<file path="src/rtl/seven_segments_to_bcd_capture_if.sv">
// Seven-segment snoop bus: scanned display input plus the recovered BCD frame handshake.
interface seven_segments_to_bcd_capture_if #(
  parameter int unsigned NUM_DIGITS = 4
);
  logic [6:0]              seg;
  logic [NUM_DIGITS-1:0]   digit_en;
  logic [4*NUM_DIGITS-1:0] bcd_out;
  logic                    minus;
  logic                    err;
  logic                    out_valid;
  logic                    out_ready;

  modport master (
    output seg, digit_en, out_ready,
    input  bcd_out, minus, err, out_valid
  );

  modport slave (
    input  seg, digit_en, out_ready,
    output bcd_out, minus, err, out_valid
  );
endinterface

</file>
<file path="src/rtl/seven_segments_to_bcd_capture.sv">
// Recovers packed BCD digits from a digit-scanned seven-segment bus, debouncing each digit
// and handing complete frames downstream on a valid/ready handshake.
module seven_segments_to_bcd_capture #(
  parameter int unsigned NUM_DIGITS    = 4,
  parameter int unsigned STABLE_CYCLES = 3
) (
  input logic                          clock,
  input logic                          reset_n,
  seven_segments_to_bcd_capture_if.slave bus
);

  localparam int unsigned BCD_W  = 4 * NUM_DIGITS;
  localparam logic [3:0]  STABLE = 4'(STABLE_CYCLES);

  localparam logic [0:0] COLLECT = 1'b0;
  localparam logic [0:0] HOLD    = 1'b1;

  logic [0:0]            state_q, state_d;
  logic [BCD_W-1:0]      bcd_q, bcd_d;
  logic                  minus_q, minus_d;
  logic                  err_q, err_d;
  logic                  valid_q, valid_d;
  logic [NUM_DIGITS-1:0] mask_q, mask_d;

  logic [6:0]            last_q      [NUM_DIGITS];
  logic [3:0]            cnt_q       [NUM_DIGITS];
  logic [3:0]            stg_nib_q   [NUM_DIGITS];
  logic [NUM_DIGITS-1:0] stg_minus_q;
  logic [NUM_DIGITS-1:0] stg_err_q;

  logic                  one_hot_c;
  logic [3:0]            cnt_upd_c   [NUM_DIGITS];
  logic [NUM_DIGITS-1:0] capture_c;
  logic [3:0]            dec_nib_c;
  logic                  dec_minus_c;
  logic                  dec_err_c;

  // Segment pattern decode (bit0=a .. bit6=g)
  always_comb begin
    dec_nib_c   = 4'hF;
    dec_minus_c = 1'b0;
    dec_err_c   = 1'b0;
    case (bus.seg)
      7'b0111111: dec_nib_c = 4'd0;
      7'b0000110: dec_nib_c = 4'd1;
      7'b1011011: dec_nib_c = 4'd2;
      7'b1001111: dec_nib_c = 4'd3;
      7'b1100110: dec_nib_c = 4'd4;
      7'b1101101: dec_nib_c = 4'd5;
      7'b1111101: dec_nib_c = 4'd6;
      7'b0000111: dec_nib_c = 4'd7;
      7'b1111111: dec_nib_c = 4'd8;
      7'b1100111: dec_nib_c = 4'd9;
      7'b1000000: begin
        dec_nib_c   = 4'd0;
        dec_minus_c = 1'b1;
      end
      default: begin
        dec_nib_c = 4'hF;
        dec_err_c = 1'b1;
      end
    endcase
  end

  // Stabiliser count after this strobe, and which digit (if any) is captured
  always_comb begin
    one_hot_c = $onehot(bus.digit_en);
    for (int i = 0; i < NUM_DIGITS; i++) begin
      if (bus.seg == last_q[i]) begin
        cnt_upd_c[i] = (cnt_q[i] >= STABLE) ? STABLE : cnt_q[i] + 4'd1;
      end else begin
        cnt_upd_c[i] = 4'd1;
      end
      capture_c[i] = one_hot_c && bus.digit_en[i] && (state_q == COLLECT) &&
                     (cnt_upd_c[i] >= STABLE);
    end
  end

  // Frame FSM next-state and registered-output next values
  always_comb begin
    state_d = state_q;
    bcd_d   = bcd_q;
    minus_d = minus_q;
    err_d   = err_q;
    valid_d = valid_q;
    mask_d  = mask_q;
    case (state_q)
      COLLECT: begin
        if (mask_q == '1) begin
          for (int i = 0; i < NUM_DIGITS; i++) begin
            bcd_d[4*i +: 4] = stg_nib_q[i];
          end
          minus_d = |stg_minus_q;
          err_d   = |stg_err_q;
          valid_d = 1'b1;
          mask_d  = '0;
          state_d = HOLD;
        end else begin
          mask_d = mask_q | capture_c;
        end
      end
      HOLD: begin
        if (valid_q && bus.out_ready) begin
          valid_d = 1'b0;
          mask_d  = '0;
          state_d = COLLECT;
        end
      end
      default: state_d = COLLECT;
    endcase
  end

  always_ff @(posedge clock or negedge reset_n) begin
    if (!reset_n) begin
      state_q <= COLLECT;
      bcd_q   <= '0;
      minus_q <= 1'b0;
      err_q   <= 1'b0;
      valid_q <= 1'b0;
      mask_q  <= '0;
    end else begin
      state_q <= state_d;
      bcd_q   <= bcd_d;
      minus_q <= minus_d;
      err_q   <= err_d;
      valid_q <= valid_d;
      mask_q  <= mask_d;
    end
  end

  // Per-digit stabilisers run in every state; staging only fills while collecting
  always_ff @(posedge clock or negedge reset_n) begin
    if (!reset_n) begin
      for (int i = 0; i < NUM_DIGITS; i++) begin
        last_q[i]    <= '0;
        cnt_q[i]     <= '0;
        stg_nib_q[i] <= '0;
      end
      stg_minus_q <= '0;
      stg_err_q   <= '0;
    end else begin
      for (int i = 0; i < NUM_DIGITS; i++) begin
        if (one_hot_c && bus.digit_en[i]) begin
          last_q[i] <= bus.seg;
          cnt_q[i]  <= cnt_upd_c[i];
        end
        if (capture_c[i]) begin
          stg_nib_q[i]   <= dec_nib_c;
          stg_minus_q[i] <= dec_minus_c;
          stg_err_q[i]   <= dec_err_c;
        end
      end
    end
  end

  assign bus.bcd_out   = bcd_q;
  assign bus.minus     = minus_q;
  assign bus.err       = err_q;
  assign bus.out_valid = valid_q;

endmodule

</file>
<file path="src/flat_wrapper.sv">
// flat-port wrapper written by rule: the top's interface ports become plain ports
module seven_segments_to_bcd_capture_flat 
#(
  parameter int unsigned NUM_DIGITS    = 4,
  parameter int unsigned STABLE_CYCLES = 3
)
  (clock, reset_n, bus_seg, bus_digit_en, bus_out_ready, bus_bcd_out, bus_minus, bus_err, bus_out_valid);
  seven_segments_to_bcd_capture_if #(.NUM_DIGITS(NUM_DIGITS)) bus_i ();
  input logic clock;
  input logic reset_n;
  input wire logic [$bits(bus_i.seg)-1:0] bus_seg;
  input wire logic [$bits(bus_i.digit_en)-1:0] bus_digit_en;
  input wire logic [$bits(bus_i.out_ready)-1:0] bus_out_ready;
  output wire logic [$bits(bus_i.bcd_out)-1:0] bus_bcd_out;
  output wire logic [$bits(bus_i.minus)-1:0] bus_minus;
  output wire logic [$bits(bus_i.err)-1:0] bus_err;
  output wire logic [$bits(bus_i.out_valid)-1:0] bus_out_valid;
  assign bus_i.seg = bus_seg;
  assign bus_i.digit_en = bus_digit_en;
  assign bus_i.out_ready = bus_out_ready;
  assign bus_bcd_out = bus_i.bcd_out;
  assign bus_minus = bus_i.minus;
  assign bus_err = bus_i.err;
  assign bus_out_valid = bus_i.out_valid;
  seven_segments_to_bcd_capture #(.NUM_DIGITS(NUM_DIGITS), .STABLE_CYCLES(STABLE_CYCLES)) u_core (.clock(clock), .reset_n(reset_n), .bus(bus_i));
endmodule
</file>
<file path="config.mk">
export PLATFORM = sky130hd
export DESIGN_NAME = seven_segments_to_bcd_capture_flat
export DESIGN_NICKNAME = d
export VERILOG_FILES = /design/src/rtl/seven_segments_to_bcd_capture_if.sv /design/src/rtl/seven_segments_to_bcd_capture.sv /design/src/flat_wrapper.sv
export SDC_FILE = /design/constraint.sdc
export NUM_CORES = 1
export LEC_CHECK = 0
export CORE_ASPECT_RATIO = 0.9
export CORE_MARGIN = 2
export CORE_UTILIZATION = 60
export CTS_CLUSTER_SIZE = 12
export DETAILED_ROUTE_END_ITERATION = 10
export HOLD_SLACK_MARGIN = 0.1
export PLACE_DENSITY_LB_ADDON = 0.25
export SLEW_MARGIN = 20
export SYNTH_ARGS = -nofsm -noshare
export SYNTH_HDL_FRONTEND = slang
export SYNTH_SLANG_ARGS = --single-unit
</file>
<file path="constraint.sdc">
create_clock -name clock -period 4.87 [get_ports clock]
set_clock_uncertainty 0.05 [all_clocks]
set_input_delay 0.7305 -clock clock [delete_from_list [all_inputs] [get_ports clock]]
set_output_delay 0.7305 -clock clock [all_outputs]
set_load 0.01 [all_outputs]
</file>
==> flow_summary.ini <==
[yosys]
ys_top_cells_by_count = dfrtp_1 (92), nand2_1 (68), mux2_2 (48)
synth_fa_ha_area_frac = 0.0242
synth-xor-area-share = 0.0648
synth_top_area_frac = 0.519
synthDistinctLibCells = 45
syn_inst = 387
synth-compound-area-share = 0.0513
ys_warn_count = 0
yosysMostFrequentCell = dfrtp_1
synth_area_per_cell_um2 = 11.5
synthMuxAreaShare = 0.140
ys_seq_elements = 92
synth_area_leader_cell = dfrtp_1
synth_edf_count = 0
synth_simple_gate_area_share = 0.167
synth_top_family_by_area = simple AND/OR/NAND/NOR gates
async_flop_share = 1.00
yosysSeqAreaShare = 0.519
synth_fp_nets = 409
synthTopCellsByArea = dfrtp_1 (52%), mux2_2 (12%), nand2_1 (5.7%), xnor2_1 (5.1%), ha_1 (2.0%)
synthFlopType = dfrtp_1
synth.cell_area_um2 = 4440

[detailed_routing]
wire_per_inst_um = 16.6
drc = 0
drt_pass1_iterations = 5
antenna_left = 0
via_per_inst = 5.77
totalWireLength_mm = 8.41
drt_iter0_markers = 218
via_count = 2914

[sta]
min_period_ns = 3.65
rsz0062_at_grt = no
worst-slew-pin-transition_ns = 1.02
finalSetupViolations = 0
report.final.slew_viol_count = 0
timing.final.ws_setup_ns = 1.22
finalCritPeriodShare = 0.750
setup_tns_ns = 0
clock.fmax_mhz = 274
relSlewSlack = 0.321
hold_viol = 0

[cells_and_area]
layout.nets = 429
design_area_um2 = 4930
drive_above_1_share = 0.189
syn2layout_area_growth_pct = 11.1
antenna_cells = 0
layout.cells.non_filler = 505

[pwr]
power_switching_mw = 0.572
p_per_area_nw_per_um2 = 374
swShare = 0.310
ir_worst_vdd_uv = 198
seq_power_share = 0.529
power.leakage_nw = 2.26
p_clk_frac = 0.258
intPower_mw = 1.27
power_mw = 1.85
combPwrFrac = 0.213

[floorplan]
die-height_um = 85.6
io_pins = 33
rows = 29
dieWidth_um = 94.7
initial_core_util = 0.624
fp.dieArea_um2 = 8100
core_area_um2 = 7110

[worst_setup_path]
cp-start-kind = input port
crit_path_end_kind = flop
crit_family = simple AND/OR/NAND/NOR gates
cp.buffers_inverters = 1
cpPeakStageDelay_ns = 0.48
crit_arrival_ns = 3.84
crit_type = input port to flop
crit_chain = clkdlybuf4s50_1 > ha_1 > ha_1 > fa_1 > nor3b_4 > nand2_1 > nor4_1 > nand2_1 > mux2_1
critPathMaxFanout = 13
cp.required_ns = 5.06
slowest_stage = fa_1

[global_route]
grt_overflow = 0
grt_pass1_wl_mm = 14.3
antenna_found_initial = 0
grt_pass1_vias = 2973
track_usage = 0.229
grt_start_max_net_pins = 59

[clock_tree]
cts_tree = built
cts_root_buffer = clkbuf_8
ctsResizeCount = 0
insertion_delay_ns = 0.36
h-tree-depth = 3
numCtsBuffers = 9
clkSinkCount = 92
clockBufferDepth = 2
path_clk_slew_ns = 0.10
cts_setup_buffers = 0
postCtsHoldBufs = 0

[placed_design]
dp_cells = 489
dp_hpwl_mm = 5.69
place_area_um2 = 4750
io_buffers = 32
post-place-ws_ns = 0.842
gp_congestion = 0.774

[run]
cap_violations = 0

[outcome]
status = finished clean

[hold_path]
hp-class = input port to async pin
worst register-to-register path, cell delays in order, from the launching register on:
cell     delay, ns
dfrtp_1       0.42
ha_1          0.20
nor3_1        0.34
a21oi_1       0.15
nand2_1       0.26
mux2_2        0.38
final cells by class:
| class | instances | area, um^2 |
|---|---|---|
| clock inverters | 7 | 58.8 |
| clock buffers | 9 | 124 |
| multi-input cells | 267 | 1990 |
| fillers | 545 | 2180 |
| repair buffers | 34 | 333 |
| inverters | 3 | 11.3 |
| well taps | 93 | 116 |
| flip-flops and latches | 92 | 2300 |
power by group through the flow:
| stage | Clock [mW] | Sequential, mW | Combinational [mW] |
|---|---|---|---|
| 6_report | 0.476 | 0.977 | 0.394 |
| 5_1_grt | 0.517 | 0.993 | 0.444 |
| 4_1_cts | 0.492 | 0.976 | 0.398 |
| 3_5_place_dp | 0 | 0.991 | 0.395 |
| 3_3_place_gp | 0 | 0.985 | 0.382 |
| 2_1_floorplan | 0 | 0.968 | 0.326 |
metal layers:
metal	up-vias	wire, um	track usage
met4	0	150	0.0751
met3	13	299	0.0527
met1	1473	4010	0.325
met2	59	3950	0.352
met5	-	0	0
li1	1369	-	-
cell families after synthesis:
kind of cell	after synthesis
buffers and inverters	28
AND/OR/NAND/NOR	135
adder cells (fa/ha/maj)	8
AO/OA/AOI/OAI	37
multiplexers	55
XOR/XNOR	32
flip-flops	92
per-stage QoR:
stage / hold WS, ns / utilization
2_1_floorplan: 0.385 / -
5_1_grt: 0.281 / 0.693
4_1_cts: 0.269 / 0.693
3_3_place_gp: 0.408 / 0.668
6_report: 0.250 / 0.693
3_5_place_dp: 0.423 / 0.668
worst paths after layout:
kind	startpoint	to	slack, ns	cells past startpoint
setup / recovery	bus_digit_en[0]	u_core.stg_err_q[1]$_DFFE_PN0P_	1.22	9
hold / removal	reset_n	u_core.last_q[6]$_DFFE_PN0N_	0.25	1
setup reg to reg	u_core.cnt_q[0]$_DFFE_PN0N_	u_core.stg_err_q[3]$_DFFE_PN0P_	2.96	5
hold reg to reg	u_core.mask_q[2]$_DFFE_PN0P_	u_core.mask_q[2]$_DFFE_PN0P_	0.44	2
max in group asynchronous	reset_n	u_core.stg_minus_q[1]$_DFFE_PN0P_	3.45	2
min in group clock	u_core.mask_q[2]$_DFFE_PN0P_	u_core.mask_q[2]$_DFFE_PN0P_	0.44	2
sequential cells by signal (all words and copies together) (netlist names):
register              count
u_core.mask_q             4
u_core.cnt_q             16
u_core.bus.out_valid      1
u_core.stg_err_q          4
u_core.bus.minus          1
u_core.bus.err            1
u_core.bus.bcd_out       16
u_core.stg_minus_q        4
u_core.state_q            1
u_core.last_q            28
u_core.stg_nib_q         16
layout by cell type (no fill, tap or decap), drive strengths merged, types with 2 or more instances in the layout:
master	count
nand2	68
nor4	11
clkdlybuf4s50	31
mux2	55
o21ai	9
nor2	9
a22o	4
dfrtp	92
clkinvlp	3
nor3b	2
nor3	5
buf	3
nand4	6
nand2b	7
a21oi	11
nor4b	3
o211ai	2
xor2	5
and3	5
a31oi	5
ha	7
and3b	2
inv	6
and4	2
clkbuf	9
and2	12
xnor2	27
Power figures use the tool's default switching activity.
